`config.mk`:
```
export PLATFORM = sky130hd
export DESIGN_NAME = arith_dispatcher
export DESIGN_NICKNAME = d
export VERILOG_FILES = /design/src/rtl/arith_pkg.sv /design/src/rtl/arith_result_mux.sv /design/src/rtl/arith_dispatcher.sv
export SDC_FILE = /design/constraint.sdc
export NUM_CORES = 1
export LEC_CHECK = 0
export CAP_MARGIN = 25
export CORE_AREA = 3 3 232 234
export CTS_CLUSTER_SIZE = 14
export DETAILED_ROUTE_END_ITERATION = 6
export DIE_AREA = 0 0 235 237
export PLACE_DENSITY = 0.44
export SLEW_MARGIN = 40
export SYNTH_ARGS = -nofsm -noshare
export SYNTH_HDL_FRONTEND = slang
export SYNTH_SLANG_ARGS = --single-unit
```
`constraint.sdc`:
```
create_clock -name clk -period 10.9 [get_ports clk]
set_input_delay 1.09 -clock clk [delete_from_list [all_inputs] [get_ports clk]]
set_output_delay 1.09 -clock clk [all_outputs]
set_load 0.05 [all_outputs]
```
`src/rtl/arith_pkg.sv`:
```
// Shared types for the arithmetic request dispatcher and its result path.
// Opcode values double as bit indices into the per-unit start/working vectors.
package arith_pkg;

  localparam int DEF_DATA_W = 64;

  typedef enum logic [1:0] {
    OP_ADD = 2'd0,
    OP_SUB = 2'd1,
    OP_MUL = 2'd2,
    OP_DIV = 2'd3
  } op_e;

  typedef enum logic [1:0] {
    IDLE = 2'd0,
    ARB  = 2'd1,
    EXEC = 2'd2,
    RESP = 2'd3
  } state_e;

endpackage

```
`src/rtl/arith_result_mux.sv`:
```
// Selects the result of the unit addressed by op and flags divide-by-zero.
// A flagged error forces the data to zero so garbage from the divider never escapes.
module arith_result_mux
  import arith_pkg::*;
#(
  parameter int DATA_W = DEF_DATA_W
) (
  input  logic [1:0]        op,
  input  logic [DATA_W-1:0] operand_b,
  input  logic [DATA_W-1:0] res_add,
  input  logic [DATA_W-1:0] res_sub,
  input  logic [DATA_W-1:0] res_mul,
  input  logic [DATA_W-1:0] res_div,
  output logic [DATA_W-1:0] data,
  output logic              err
);

  always_comb begin
    data = '0;
    err  = (op == OP_DIV) && (operand_b == '0);
    case (op)
      OP_ADD:  data = res_add;
      OP_SUB:  data = res_sub;
      OP_MUL:  data = res_mul;
      OP_DIV:  data = res_div;
      default: data = '0;
    endcase
    if (err) data = '0;
  end

endmodule

```
`src/rtl/arith_dispatcher.sv`:
```
// Sequences one arithmetic request at a time onto the shared add/sub/mul/div units:
// waits for the other units to idle, pulses the selected start, captures the result.
//
//   state | meaning
//   IDLE  | ready for a request; operands and opcode latched on accept
//   ARB   | waiting for every other unit to drop working, bounded by ARB_TIMEOUT
//   EXEC  | start held on the selected unit for SETTLE_CYC cycles, result captured at the end
//   RESP  | response presented until the consumer takes it
module arith_dispatcher
  import arith_pkg::*;
#(
  parameter int DATA_W      = DEF_DATA_W,
  parameter int SETTLE_CYC  = 2,
  parameter int ARB_TIMEOUT = 16
) (
  input  logic              clk,
  input  logic              rst,
  input  logic              req_valid,
  output logic              req_ready,
  input  logic [1:0]        req_op,
  input  logic [DATA_W-1:0] req_a,
  input  logic [DATA_W-1:0] req_b,
  output logic [DATA_W-1:0] unit_a,
  output logic [DATA_W-1:0] unit_b,
  output logic [3:0]        start_vec,
  input  logic [3:0]        working_vec,
  input  logic [DATA_W-1:0] res_add,
  input  logic [DATA_W-1:0] res_sub,
  input  logic [DATA_W-1:0] res_mul,
  input  logic [DATA_W-1:0] res_div,
  output logic              resp_valid,
  input  logic              resp_ready,
  output logic [DATA_W-1:0] resp_data,
  output logic [1:0]        resp_op,
  output logic              resp_err
);

  state_e            state;
  logic [1:0]        op_q;
  logic [3:0]        settle_cnt;
  logic [7:0]        arb_cnt;
  logic [3:0]        start_q;
  logic [3:0]        others_busy;
  logic [DATA_W-1:0] mux_data;
  logic              mux_err;

  // The selected unit's own working bit is ignored; only contention from peers blocks.
  assign others_busy = working_vec & ~(4'b0001 << op_q);
  assign req_ready   = (state == IDLE);
  assign resp_valid  = (state == RESP);
  assign start_vec   = start_q;

  arith_result_mux #(
    .DATA_W (DATA_W)
  ) u_result_mux (
    .op        (op_q),
    .operand_b (unit_b),
    .res_add   (res_add),
    .res_sub   (res_sub),
    .res_mul   (res_mul),
    .res_div   (res_div),
    .data      (mux_data),
    .err       (mux_err)
  );

  always_ff @(posedge clk or posedge rst) begin
    if (rst) begin
      state      <= IDLE;
      op_q       <= 2'd0;
      settle_cnt <= 4'd0;
      arb_cnt    <= 8'd0;
      start_q    <= 4'd0;
      unit_a     <= '0;
      unit_b     <= '0;
      resp_data  <= '0;
      resp_op    <= 2'd0;
      resp_err   <= 1'b0;
    end else begin
      case (state)
        IDLE: begin
          if (req_valid) begin
            unit_a  <= req_a;
            unit_b  <= req_b;
            op_q    <= req_op;
            arb_cnt <= 8'd0;
            state   <= ARB;
          end
        end
        ARB: begin
          // Peers going idle wins over a timeout expiring on the same cycle.
          if (others_busy == 4'd0) begin
            settle_cnt <= 4'd0;
            start_q    <= 4'b0001 << op_q;
            state      <= EXEC;
          end else if (arb_cnt == 8'(ARB_TIMEOUT - 1)) begin
            resp_data <= '0;
            resp_err  <= 1'b1;
            resp_op   <= op_q;
            state     <= RESP;
          end else begin
            arb_cnt <= arb_cnt + 8'd1;
          end
        end
        EXEC: begin
          if (settle_cnt == 4'(SETTLE_CYC - 1)) begin
            start_q   <= 4'd0;
            resp_data <= mux_data;
            resp_err  <= mux_err;
            resp_op   <= op_q;
            state     <= RESP;
          end else begin
            settle_cnt <= settle_cnt + 4'd1;
          end
        end
        RESP: begin
          if (resp_ready) state <= IDLE;
        end
        default: state <= IDLE;
      endcase
    end
  end

endmodule

```
==> Yosys cells after proc, flatten, opt, wreduce, memory -nomap -nowiden <==
Cells that the tools add are included.
{ "totals": {"regBits": 215, "latchBits": 0, "ram_bits": 0, "romBits": 0, "in_bits": 394, "output_inout_bits": 201, "word_cells": 75, "mem_count": 0} }
{ "op_classes": {"add_sub_neg": 2, "n_mul": 0, "div": 0, "magnitude_cmp": 0, "n_eq_ne": 17, "shifts": 1, "mux": 30, "n_bitwise": 2, "reduce_logical": 13} }
{ "op_table": {"columns": ["op", "count"], "rows": [
  ["64-bit two-way mux", 4],
  ["64-bit one-hot mux with 4 select lines", 1],
  ["64-bit one-hot mux with 2 select lines", 1],
  ["64-bit zero test", 1],
  ["8-bit two-way mux", 3],
  ["2-bit two-way mux", 8],
  ["4-bit two-way mux", 4],
  ["4-bit one-hot mux with 2 select lines", 2],
  ["8-bit one-hot mux with 2 select lines", 1],
  ["2-bit inequality test, second input constant", 7],
  ["4-bit AND reduction", 3],
  ["8-bit by 1-bit adder with 8-bit output, second input constant", 1],
  ["2-bit == test, second input constant", 4],
  ["8-bit by 4-bit == test with 1-bit output, second input constant", 1],
  ["2-bit one-hot mux with 4 select lines", 1],
  ["3-bit AND reduction", 2],
  ["4-bit by 1-bit adder with 4-bit output, second input constant", 1],
  ["4-bit AND", 1],
  ["2-bit by 1-bit == test with 1-bit output, second input constant", 2],
  ["4-bit by 1-bit == test with 1-bit output, second input constant", 1],
  ["2-bit zero test", 2],
  ["4-bit zero test", 1],
  ["4-bit inverter", 1],
  ["2-bit one-hot mux with 2 select lines", 1],
  ["8 further kinds", 11]
]} }

==> Logic depth before layout (Yosys ltp) <==
{ "logic_depth": {"word_depth": 6, "depth_mapped": 9, "ltp_nobuf": 7} }

==> Cells and area by module <==
A second synthesis with hierarchy kept.
{ "hier_totals": {"cells_unflattened": 823, "hier_area_um2": 10999.3} }
{ "modules_own_cells": {"columns": ["module", "instances", "cells_each", "area_each_um2", "seq_area_each_um2"], "rows": [
  ["arith_dispatcher", 1, 651, 8874.8, 5380.2],
  ["arith_result_mux", 1, 172, 2124.5, 0.0]
]} }

==> Least setup slack after synthesis <==
Ideal clock, no wire load.
{ "synth_path": {"kind": "input to register", "from": "input working_vec[1]", "to": "register state[1]", "setup_ps": 125, "arrival_time_ps": 2280, "t_required_ps": 10775, "setup_slack_ps": 8495, "stages": 5, "path_buffers": 0, "path_cell_list": "nor3_1 o21ai_1 and3_1 a21boi_0 mux2_2"} }
{ "synth_between": {"elab_chain_len": 4} }
{ "synth_lines": {"columns": ["item", "line", "source"], "rows": [
  ["from (decl)", "arith_dispatcher.sv:26", "input logic [3:0] working_vec,"],
  ["4-bit AND (*)", "arith_dispatcher.sv:48", "assign others_busy = working_vec & ~(4'b0001 << op_q);"],
  ["4-bit zero test (*)", "arith_dispatcher.sv:91", "if (others_busy == 4'd0) begin"],
  ["3-bit inequality test (no line) / 2-bit two-way mux (equally long branches)", null, null],
  ["4-bit AND reduction (no line) / 2-bit one-hot mux with 4 select lines (equally long branches)", null, null],
  ["to (signal assigned)", "arith_dispatcher.sv:86", "state <= ARB;"],
  ["to (signal assigned)", "arith_dispatcher.sv:94", "state <= EXEC;"],
  ["to (signal assigned)", "arith_dispatcher.sv:99", "state <= RESP;"],
  ["to (decl)", "arith_dispatcher.sv:38", "state_e state;"]
]} }
Mark *: on every way between the ends. The rest lies on a longest branch, timed or not.
A chain may end at the register's enable or synchronous reset.

==> Worst setup path after layout <==
{ "layout_path": {"from": "register state[0]", "to": "output req_ready"} }
{ "layout_between": {"elab_chain_len": 1} }
{ "layout_lines": {"columns": ["item", "line", "source"], "rows": [
  ["from (signal assigned)", "arith_dispatcher.sv:68", "state <= IDLE;"],
  ["from (signal assigned)", "arith_dispatcher.sv:86", null],
  ["from (signal assigned)", "arith_dispatcher.sv:94", null],
  ["2-bit zero test", "arith_dispatcher.sv:49", "assign req_ready = (state == IDLE);"],
  ["to (decl)", "arith_dispatcher.sv:19", "output logic req_ready,"]
]} }
Every way passes these cells.

==> impl_results.md <==
- Reg2Reg Depth: 6
- IO Pins: 595
- FFs w/ async S/R, synth: 100%
- Worst Setup End Kind: output port
- Top_reg_cell synth: dfrtp_1
- Top sig layer: met5
- Setup CP Type: register to output port
- Status: complete, no violations
- Layout Skew: 0.0136 ns
- Net Switching: approximately 2.9 mW
- VDD IR-drop max: around 170 uV
- Slew headroom: 45.7%
- Most common cell after layout, fill and taps aside: clkdlybuf4s50_1
- CTS tree: done
- Setup bufs post-CTS: 0
- Clock Latency Late Sink: 0.55 ns
- Syn_nets: 1080
- Layout cells sized above 1: between 20% and 30%
- Avg WL per Cell: 23.5 um
- Vias: 8717
- Pre-CTS WS: 6.99 ns
- Vias in the first global route: ~9600
- Final WL: 46200 um
- Worst Hold Class: register to register
- Hold buffer count at cts: 0
- Die H: 237 um
- RR Startpoint: op_q[0]
- Slowest CP cell: clkdlybuf4s50_1
- RSZ-0062 raised after global routing: no
- GRT Residual Overflow: 0
- IO buf count: around 600
- Wire length on met1: about 17000 um
- RR Endpoint: resp_data[40]
- Post-CTS Resized: 0
- Final worst-path cycle share: 32.4%
- CP required: 9.81 ns
- Max Transition Viols Final: 0
- DR DRC count: 0
- Pre-antenna DRT Iters: 4
- Die area: ~56000 um^2
- Peak Freq: between 200 and 300 MHz
- GP Congestion: 0.805
- Core ar.: 52200 um^2
- Final setup viols: 0
- Min-Delay Path Depth: 1
- Int Power: 3.16 mW
- Synthesis-stage register bit count: 215
- FF-to-FF setup slack: between 7 and 8 ns
- Worst Max-Slew Pin Slew: 0.811 ns
- DRT iter0 DRCs: 411
- Leak: 6.88 nW
- Clk root buf: clkbuf_16
- Initial Util: about a fifth
- Clk sink count: 215
- PwrDens: ~340 nW/um^2
- First-pass GRT wire length: 67800 um
- Final min period: 3.54 ns
- Cell area after synthesis: 10100 um^2
- # rows: 84
- CP max stage delay: about 0.9 ns
- Commonest non-fill, non-tap cells in the layout: clkdlybuf4s50_1, dfrtp_1, mux2_2
- Worst-path clk slew: about 0.06 ns
- Hold wc startpoint: resp_data[26]
- CP startpoint kind: register
- Worst path arrival time: 2.45 ns
- Dpl hpwl: 35600 um
- Met2 WL post-DR: between 20000 and 25000 um
- Comb pwr share: 59.7%
- Clock share of power: 15.2%
- Total number of H-tree levels: 1
- Initial antenna violation count: 3
- Met3 wire length: about 4800 um
- Post-synthesis sequential area ratio: 53.0%
- Mapped Cells: slightly below 700
- Switching portion of total power: 47.8%
- Seq pwr share: 25.1%
- Final Hold Fails: 0
- Gr usage total: 16.0%
- Routed Antenna Nets: 0
- Clk buf depth: 3
- Via density: about 4.4
- Worst Hold Slack: 0.488 ns
- Largest net degree at the start of global routing: 98
- Yosys cell types: 49
- Synth Area per Inst: between 10 and 15 um^2
- Total CTS buffers: 27
- Number of enable flip-flop cells after synthesis: 0
- Max Cap Violations: 0
- Ys Warns: 0
- Nets: between 1500 and 2000
- Area Growth Syn to Fin: 75.2%
- Worst Hold End: resp_data[26]
- Max FO, Critical Path: 8
- Chip Width: 235 um
- CP Cell Sequence: inv_1 > ha_1 > clkdlybuf4s50_1
- Slack of the critical path: between 7 and 8 ns
- Setup TNS: 0 ns
==> stage by stage <==
step	total power [mW]	std cells	area, um^2	utilization, %
2_1_floorplan	3.81	679	10100	-
6_report	6.06	1963	17800	34.0
4_1_cts	6.18	1961	17700	34.0
5_1_grt	6.38	1962	17800	34.0
3_5_place_dp	5.21	1915	16900	32.3
3_3_place_gp	5.21	1915	16800	32.2
==> area by class of cell <==
cell class / count / area [um^2]
multi-input cells: 400 / 4550
repair buffers: 603 / 6050
inverters: 10 / 45.0
clock inverters: 10 / 160
fillers: 5239 / 34500
well taps: 688 / 861
diodes: 1 / 2.50
clock buffers: 36 / 729
flip-flops and latches: 215 / 5390
==> state kept, by name, summed over array words and instances (netlist names) <==
signal / count
resp_err: 1
resp_op: 2
state: 2
arb_cnt: 8
resp_data: 64
settle_cnt: 4
start_vec: 4
unit_b: 64
op_q: 2
unit_a: 64
==> worst max-delay path by stage <==
stage	start	endpoint	slack, ns	cells past startpoint
floorplan	rst	arb_cnt[0]	3.93	1
global placement	working_vec[2]	resp_data[27]	7.05	7
detailed placement	working_vec[2]	resp_data[24]	6.99	7
CTS	state[0]	req_ready	7.30	3
global route	state[0]	req_ready	7.23	3
finish	state[0]	req_ready	7.36	3
==> power by group through the flow <==
stage,combinational [mW],sequential [mW],clock (mW)
after floorplan,1.12,2.69,0
after global placement,3.67,1.54,0
after detailed placement,3.67,1.55,0
after CTS,3.68,1.54,0.959
after global routing,3.80,1.59,0.990
final,3.62,1.52,0.920
==> worst max-delay path, delay by kind of cell (launching register included) <==
family / cells / cell delay (ns)
flip-flops: 1 / 0.43
adder cells (fa/ha/maj): 1 / 0.45
buffers and inverters: 2 / 1.01
==> routing by layer <==
metal | up-vias | global-route usage [%]
met5 | - | 0
met4 | 4 | 2.62
met3 | 41 | 6.53
met2 | 422 | 28.7
met1 | 4393 | 18.2
li1 | 3857 | -
==> cells in the mapped netlist, types with 4 or more instances <==
| cell type | instances | area (um^2) |
|---|---|---|
| nor4_1 | 17 | 106 |
| mux2_2 | 137 | 1540 |
| clkbuf_1 | 25 | 93.8 |
| nand3_1 | 15 | 75.1 |
| buf_2 | 23 | 115 |
| mux4_2 | 64 | 1440 |
| and3_1 | 6 | 37.5 |
| nand4_1 | 4 | 25.0 |
| a32o_1 | 64 | 641 |
| dfrtp_1 | 215 | 5380 |
| nand2_1 | 14 | 52.6 |
| nor2_1 | 9 | 33.8 |
| nor3_1 | 6 | 30.0 |
| buf_1 | 4 | 15.0 |
| o21ai_0 | 7 | 35.0 |
| or4_1 | 5 | 37.5 |
| inv_1 | 10 | 37.5 |
| ha_1 | 7 | 87.6 |
==> cells by family after synthesis <==
logic type      synth area share (%)
simple gates                    5.02
mux                             29.7
fa+ha+maj                      0.863
compound gates                  8.67
buf+inv                         2.72
flops                           53.0
(Power assumes the default switching activity.)
